===== config.mk =====
export PLATFORM = sky130hd
export DESIGN_NAME = vga_sync_decoder
export DESIGN_NICKNAME = d
export VERILOG_FILES = /design/src/rtl/vga_sync_decoder.sv
export SDC_FILE = /design/constraint.sdc
export NUM_CORES = 1
export LEC_CHECK = 0
export CORE_MARGIN = 2
export CORE_UTILIZATION = 50
export CTS_CLUSTER_DIAMETER = 100
export DETAILED_ROUTE_END_ITERATION = 7
export PLACE_DENSITY = 0.92
export SLEW_MARGIN = 20
export SYNTH_ARGS = -nofsm -noshare
export SYNTH_HDL_FRONTEND = slang
export SYNTH_SLANG_ARGS = --single-unit

===== constraint.sdc =====
create_clock -name clk -period 3.2 [get_ports clk]
set_clock_uncertainty 0.2 [all_clocks]
set_input_delay 0.32 -clock clk [delete_from_list [all_inputs] [get_ports clk]]
set_output_delay 0.32 -clock clk [all_outputs]
set_load 0.02 [all_outputs]

===== src/rtl/vga_sync_decoder.sv =====
// Recovers pixel/line position from VGA sync strobes and checks the 800x525 raster timing.
// Define VGA_SYNC_DECODER_ERRCNT_EN to build the saturating err_count violation counter.
module vga_sync_decoder #(
    parameter logic [9:0] H_TOTAL = 10'd800,
    parameter logic [9:0] V_TOTAL = 10'd525,
    parameter logic [9:0] H_ON_LO = 10'd144,
    parameter logic [9:0] H_ON_HI = 10'd784,
    parameter logic [9:0] V_ON_LO = 10'd35,
    parameter logic [9:0] V_ON_HI = 10'd515
) (
    input  logic       clk,
    input  logic       reset,
    input  logic       pix_en,
    input  logic       hsync_n,
    input  logic       vsync_n,
    output logic [9:0] hCount,
    output logic [9:0] vCount,
    output logic       on_h,
    output logic       on_v,
    output logic       video_on,
    output logic       locked,
    output logic       err,
    output logic [7:0] err_count
);

    typedef enum logic [1:0] {SEARCH, VERIFY, LOCKED} state_t;

    state_t     state_q, state_d;
    logic       hs_q, vs_q;
    logic       pend_q, pend_d;
    logic       lbad_q, lbad_d;
    logic       err_q, err_d;
    logic [9:0] hcnt_q, hcnt_d;
    logic [9:0] vcnt_q, vcnt_d;
    logic       hfall, vfall, reload, line_bad, frame_good;

    assign hfall      = pix_en & hs_q & ~hsync_n;
    assign vfall      = pix_en & vs_q & ~vsync_n;
    // A vsync fall takes effect at the next hsync fall, or immediately if both fall together.
    assign reload     = hfall & (pend_q | vfall);
    assign line_bad   = hfall & (hcnt_q != H_TOTAL - 10'd1);
    assign frame_good = (vcnt_q == V_TOTAL - 10'd1) & ~lbad_q & ~line_bad;

    always_comb begin
        hcnt_d = hcnt_q;
        vcnt_d = vcnt_q;
        pend_d = pend_q;
        lbad_d = lbad_q;
        if (pix_en) begin
            if (hfall)
                hcnt_d = '0;
            else if (hcnt_q != 10'h3FF)
                hcnt_d = hcnt_q + 10'd1;
        end
        if (reload) begin
            vcnt_d = '0;
            pend_d = 1'b0;
            lbad_d = 1'b0;
        end else begin
            if (hfall && vcnt_q != 10'h3FF)
                vcnt_d = vcnt_q + 10'd1;
            if (vfall)
                pend_d = 1'b1;
            if (line_bad)
                lbad_d = 1'b1;
        end
    end

    always_comb begin
        state_d = state_q;
        err_d   = 1'b0;
        case (state_q)
            SEARCH: if (reload) state_d = VERIFY;
            VERIFY: if (reload && frame_good) state_d = LOCKED;
            LOCKED: begin
                if (line_bad || (reload && !frame_good)) begin
                    state_d = VERIFY;
                    err_d   = 1'b1;
                end
            end
            default: state_d = SEARCH;
        endcase
    end

    always_ff @(posedge clk) begin
        if (reset) begin
            state_q <= SEARCH;
            hs_q    <= 1'b1;
            vs_q    <= 1'b1;
            pend_q  <= 1'b0;
            lbad_q  <= 1'b0;
            hcnt_q  <= '0;
            vcnt_q  <= '0;
            err_q   <= 1'b0;
        end else begin
            err_q <= err_d;
            if (pix_en) begin
                state_q <= state_d;
                hs_q    <= hsync_n;
                vs_q    <= vsync_n;
                pend_q  <= pend_d;
                lbad_q  <= lbad_d;
                hcnt_q  <= hcnt_d;
                vcnt_q  <= vcnt_d;
            end
        end
    end

`ifdef VGA_SYNC_DECODER_ERRCNT_EN
    logic [7:0] ecnt_q;

    always_ff @(posedge clk) begin
        if (reset)
            ecnt_q <= '0;
        else if (err_d && ecnt_q != 8'hFF)
            ecnt_q <= ecnt_q + 8'd1;
    end

    assign err_count = ecnt_q;
`else
    assign err_count = 8'd0;
`endif

    assign hCount   = hcnt_q;
    assign vCount   = vcnt_q;
    assign on_h     = (hcnt_q >= H_ON_LO) && (hcnt_q < H_ON_HI);
    assign on_v     = (vcnt_q >= V_ON_LO) && (vcnt_q < V_ON_HI);
    assign locked   = (state_q == LOCKED);
    assign video_on = locked & on_h & on_v;
    assign err      = err_q;

endmodule


==> flow_summary.yaml, run 1 <==
status:
  status: "complete, but fails checks"
  violations: "DRC"
worst_setup_path:
  worst_setup_path_start_kind: "register"
  worstSetupPathType: "reg2out"
  critPathMaxFanout: 6
  crit_arrival_ps: 2470
  crit_required_ps: 2680
  cp-end-kind: "output pin"
  reg2reg_depth: 6
cells_and_area:
  area_growth_pct: 18.5
  nets: 214
  diodes: 0
  fin_util: 0.638
  postLayoutCellArea_um2: 1790
  drive_above_1_share: 0.0588
grt:
  grt_start_max_net_pins: 15
  first_global_vias: 1098
  antenna_found_initial: 0
  use_met2: 0.263
  met1_usage: 0.266
  grt_overflow: 0
  grt_pass1_wl_um: 4930
  top_usage_layer: "met1"
  grt_usage: 0.182
  use_met3: 0.0240
clocking:
  h-tree-depth: 1
  cts_buffer_depth: 2
  cts.clk_slew.worst_paths_ps: 140
  numCtsBuffers: 3
  cts_setup_buffers: 0
  clockRootBuffer: "clkbuf_4"
  clk_latency_ps: 330
  cts_sinks: 27
  cts_tree: "yes"
  cts_hold_buf: 0
  cts_resized: 0
sta:
  rsz0062_at_grt: "false"
  finalHoldViolCount: 0
  tns_ps: 0
  setup_viol: 0
  whs_ps: 339
  final.min_clock_period_ps: 2990
  fin_ws_ps: 206
  relSlewSlack: 0.623
  worstMarginPinSlew_ps: 560
  slew_violations: 0
  min_period_over_period: 0.936
  fmax_mhz: 334
power_and_ir_drop:
  clockPowerShare: 0.266
  p_seq_frac: 0.621
  power.density_nw_per_um2: 314
  static-leakage-power_nw: 0.628
  p_switching_mw: 0.148
  switching_share: 0.263
  ir_drop_mv: 0.162
  power_frac_comb: 0.113
  intPower_mw: 0.415
die:
  core_area_um2: 2810
  io_pins: 38
  die_w_um: 59.0
  initial_core_util: 0.539
  num_rows: 19
  die-area_um2: 3480
  die_h_um: 59.0
place:
  io_buffer_count: 29
  dpl_cell_area_um2: 1760
  place_congestion: 0.816
  post-place-ws_ps: 612
  hpwl_um: 2290
detailed_routing:
  first_pass_iters: 6
  ant_nets: 0
  avgViaCountPerCell: 5.65
  wire_per_inst_um: 13.4
  drt_iter0_drc: 68
  drt-total-wl_um: 3150
  drc: 1
  num_vias: 1327
yosys:
  syn-instance-count: 178
  syn_area_per_cell_um2: 8.49
  synth_warnings: 0
  yosysSeqAreaShare: 0.358
  syn_area_um2: 1510
  synth_seq_cells: 27
  synth.distinct_cells: 46
min_path:
  worst_hold_path_type: "reg2reg"
  whs_path_depth: 2
job:
  drv_cap: 0
## power groups by stage
| stage | Sequential, mW | Combinational, mW | Clock [mW] |
|---|---|---|---|
| 3_3_place_gp | 0.357 | 0.0619 | 0 |
| 4_1_cts | 0.350 | 0.0629 | 0.151 |
| 6_report | 0.350 | 0.0633 | 0.150 |
| 5_1_grt | 0.351 | 0.0690 | 0.164 |
| 3_5_place_dp | 0.357 | 0.0621 | 0 |
| 2_1_floorplan | 0.359 | 0.0517 | 0 |
## Yosys cell counts (all sizes together)
library cell / number / share of area
xnor2: 3 / 0.017
or4: 1 / 0.0058
o21ai: 3 / 0.0099
ha: 4 / 0.033
a31oi: 1 / 0.0041
o2111ai: 3 / 0.022
dfxtp: 27 / 0.36
o21a: 1 / 0.0050
a211oi: 3 / 0.015
or2: 1 / 0.0041
o31a: 1 / 0.0066
nor2: 25 / 0.062
o41ai: 1 / 0.011
nand3b: 2 / 0.0099
nor2b: 4 / 0.017
and4: 2 / 0.012
nor3: 6 / 0.020
or2b: 1 / 0.0050
buf: 12 / 0.063
and2: 1 / 0.0041
a31o: 1 / 0.0058
nand3: 8 / 0.026
and3b: 1 / 0.0058
conb: 1 / 0.0025
nand4: 7 / 0.029
a21oi: 9 / 0.030
o41a: 1 / 0.0074
a211o: 2 / 0.012
nand2b: 2 / 0.0083
nand2: 9 / 0.022
clkbuf: 2 / 0.0050
inv: 9 / 0.022
o311a: 1 / 0.0066
nor3b: 1 / 0.0050
nor4: 1 / 0.0041
xor2: 12 / 0.070
nor4bb: 1 / 0.0066
and3: 3 / 0.013
o211ai: 2 / 0.0099
a22oi: 1 / 0.014
or3: 2 / 0.012
## worst max-delay path: stages, from the launching register on
cell and delay (ps):
dfxtp_1 390, ha_1 260, nor4_1 330, nand2b_1 160
a21oi_1 60, a31o_2 240, and3_1 170, clkdlybuf4s50_1 530
## layout by cell type (no fill, tap or decap), types with 2 or more instances in the layout
| cell type | instances |
|---|---|
| nor2b_1 | 4 |
| o211ai_1 | 2 |
| inv_1 | 9 |
| ha_1 | 4 |
| nand4_1 | 7 |
| xnor2_1 | 3 |
| o2111ai_1 | 2 |
| clkbuf_4 | 3 |
| and4_1 | 2 |
| nor2_1 | 25 |
| and3_1 | 2 |
| conb_1 | 8 |
| nand3b_1 | 2 |
| nor3_1 | 6 |
| o21ai_0 | 3 |
| xor2_1 | 12 |
| dfxtp_1 | 27 |
| clkdlybuf4s50_1 | 29 |
| a21oi_1 | 9 |
| nand2_1 | 9 |
| nand2b_1 | 2 |
| a211oi_1 | 3 |
| nand3_1 | 8 |
| a211o_1 | 2 |
## cell families after synthesis
group / Yosys count / synth area share
AOI/OAI and AO/OA: 30 / 0.158
xor gates and xnor gates: 15 / 0.0869
adders and majority gates: 4 / 0.0331
buffers and inverters: 23 / 0.0902
DFF: 27 / 0.358
other: 1 / 0.00248
and+or+nand+nor: 78 / 0.272
## registers in the layout (all words and copies together), names as in the netlist
| register | flops |
|---|---|
| state_q | 2 |
| pend_q | 1 |
| hs_q | 1 |
| vCount | 10 |
| hCount | 10 |
| vs_q | 1 |
| err | 1 |
| lbad_q | 1 |
## metrics by stage
| stage | power [mW] | cells |
|---|---|---|
| final | 0.563 | 235 |
| after global routing | 0.584 | 235 |
| after CTS | 0.563 | 235 |
| after detailed placement | 0.419 | 231 |
| after global placement | 0.419 | 231 |
| after floorplan | 0.410 | 185 |
## path summary, 6_finish.rpt
check / from / slack, ps / to
setup / recovery: vCount[0]$_SDFFE_PP0P_ / 210 / video_on
hold / removal: lbad_q$_SDFFE_PP0P_ / 340 / lbad_q$_SDFFE_PP0P_
setup reg to reg: hCount[0]$_SDFFE_PP0P_ / 920 / hCount[7]$_SDFFE_PP0P_
hold reg to reg: lbad_q$_SDFFE_PP0P_ / 340 / lbad_q$_SDFFE_PP0P_
## metal layers
layer	wire length (um)	vias up
met4	57	0
met5	0	-
met3	168	5
met1	1530	614
li1	-	661
met2	1400	47
## cell type report
| type | count | area [um2] |
|---|---|---|
| fillers | 227 | 1010 |
| multi-input cells | 135 | 861 |
| flip-flops and latches | 27 | 541 |
| repair buffers | 29 | 290 |
| well taps | 31 | 38.8 |
| inverters | 9 | 33.8 |
| clock buffers | 4 | 26.3 |
No activity file was read; power rests on OpenSTA's default activity.
==> run 2, diff against run 1 <==
--- a/config.mk
+++ b/config.mk
@@ -6,10 +6,10 @@
 export NUM_CORES = 1
 export LEC_CHECK = 0
 export CORE_MARGIN = 2
-export CORE_UTILIZATION = 50
+export CORE_UTILIZATION = 48
 export CTS_CLUSTER_DIAMETER = 100
 export DETAILED_ROUTE_END_ITERATION = 7
-export PLACE_DENSITY = 0.92
+export PLACE_DENSITY = 0.89
 export SLEW_MARGIN = 20
 export SYNTH_ARGS = -nofsm -noshare
 export SYNTH_HDL_FRONTEND = slang
==> constraint.sdc (replaced) <==
create_clock -name clk -period 2.83 [get_ports clk]
set_clock_uncertainty 0.2 [all_clocks]
set_input_delay 0.283 -clock clk [delete_from_list [all_inputs] [get_ports clk]]
set_output_delay 0.283 -clock clk [all_outputs]
set_load 0.02 [all_outputs]
==> run 2 against run 1 <==
The flow now finishes without violations. Cell area is 1.7% higher. Die area increased by 3.9%. Via count grew 3.8%. Non-clock buffer count increased by 1. Final cell count grew 6.0%. Core utilization fell by 3.7 points. Sequential cell count unchanged. Combinational power up 17%. Worst hold slack got worse by 42 ps. Critical path type unchanged. Largest power group unchanged.
==> flow_summary.yaml, run 2 (synthesized netlist as in run 1, its figures left out) <==
sta:
  rsz0062_at_grt: "false"
  slew_violations: 0
  worstMarginPinSlew_ps: 638
  whs_ps: 297
  fmax_mhz: 374
  relSlewSlack: 0.570
  finalHoldViolCount: 0
  min_period_over_period: 0.946
  setup_viol: 0
  fin_ws_ps: 154
  final.min_clock_period_ps: 2680
  tns_ps: 0
worst_setup_path:
  critPathMaxFanout: 6
  worstSetupPathType: "reg2out"
  worst_setup_path_start_kind: "register"
  slowest_stage: "clkdlybuf4s50_1"
  path_delay_family: "buffers and inverters"
  slowest_delay_ps: 550
  crit_arrival_ps: 2190
  path_cells: "ha_1 > nor4_2 > nand2b_1 > a21oi_1 > a31o_2 > clkdlybuf4s50_1"
  worst-path-buf-inv: 1
  crit_required_ps: 2350
  cp-end-kind: "output pin"
grt:
  grt_pass1_wl_um: 5570
  grt_usage: 0.204
  antenna_found_initial: 0
  grt_overflow: 0
  grt_start_max_net_pins: 15
  first_global_vias: 1264
place:
  hpwl_um: 2440
  post-place-ws_ps: 297
  dpl_cell_area_um2: 1790
  io_buffer_count: 29
  place_congestion: 0.854
detailed_routing:
  ant_nets: 0
  drt-total-wl_um: 3300
  first_pass_iters: 4
  drt_iter0_drc: 47
  avgViaCountPerCell: 5.53
  drc: 0
  num_vias: 1377
  wire_per_inst_um: 13.2
cells_and_area:
  drive_above_1_share: 0.0683
  fin_util: 0.602
  mostFrequentLayoutCells: "dfxtp_1, clkdlybuf4s50_1, nor2_1"
  diodes: 0
  postLayoutCellArea_um2: 1820
  nets: 215
  area_growth_pct: 20.5
clocking:
  h-tree-depth: 1
  clockRootBuffer: "clkbuf_4"
  cts_resized: 2
  cts_tree: "yes"
  cts_hold_buf: 0
  cts.clk_slew.worst_paths_ps: 150
  cts_sinks: 27
  numCtsBuffers: 3
  cts_buffer_depth: 2
  cts_setup_buffers: 0
  clk_latency_ps: 330
die:
  die_w_um: 60.1
  die_h_um: 60.1
  core_area_um2: 3030
  io_pins: 38
  die-area_um2: 3610
  initial_core_util: 0.499
  num_rows: 20
power_and_ir_drop:
  clockPowerShare: 0.267
  switching_share: 0.266
  ir_drop_mv: 0.180
  p_seq_frac: 0.617
  power.density_nw_per_um2: 351
  intPower_mw: 0.470
  power_frac_comb: 0.116
  static-leakage-power_nw: 0.658
  p_switching_mw: 0.170
job:
  drv_cap: 0
min_path:
  worst_hold_path_type: "reg2reg"
status:
  status: "completed"
run 2: cell count changes in the layout (fill, tap and decap cells not counted), sizes merged:
cell           previous run  this run
dlymetal6s2s              0         1
buf                       0         1
clkdlybuf4s50            29        27
dlygate4sd2               0         1
run 2: routing by layer:
layer,global-route usage,part of all wire,vias up
li1,-,-,662
met1,0.267,0.45,669
met2,0.321,0.47,39
met3,0.0346,0.052,7
met4,0.102,0.024,0
met5,0,0,-
run 2: worst paths after layout:
| kind | slack [ps] | end | depth (start not counted) | from |
|---|---|---|---|---|
| worst max-delay path | 150 | on_v | 6 | vCount[0]$_SDFFE_PP0P_ |
| worst min-delay path | 300 | lbad_q$_SDFFE_PP0P_ | 2 | lbad_q$_SDFFE_PP0P_ |
| worst max register to register | 510 | hCount[9]$_SDFFE_PP0P_ | 6 | hCount[0]$_SDFFE_PP0P_ |
| worst min register to register | 300 | lbad_q$_SDFFE_PP0P_ | 2 | lbad_q$_SDFFE_PP0P_ |
run 2: through the flow:
step           cells  total power [mW]
2_1_floorplan    185             0.464
3_3_place_gp     245             0.475
3_5_place_dp     245             0.477
4_1_cts          249             0.644
5_1_grt          249             0.668
6_report         249             0.640
run 2: power by group through the flow:
| stage | clock network [mW] | logic, mW | registers, mW |
|---|---|---|---|
| after floorplan | 0 | 0.0585 | 0.406 |
| after global placement | 0 | 0.0720 | 0.403 |
| after detailed placement | 0 | 0.0737 | 0.403 |
| after CTS | 0.175 | 0.0741 | 0.395 |
| after global routing | 0.190 | 0.0812 | 0.396 |
| final | 0.171 | 0.0740 | 0.395 |
run 2: worst register-to-register path: stages, from the launching register on:
cell and delay [ps]:
dfxtp_1 480, ha_1 300, nand4_1 190, o41ai_2 660, nor3_1 170, xnor2_1 170, nor2_1 50
run 2: area by class of cell:
type,instances,area (um2)
clock buffer,4,26.3
fill,268,1210
inverter,9,33.8
multi-input combinational,135,867
sequential,27,541
tap,44,55.1
timing repair buffer,30,299
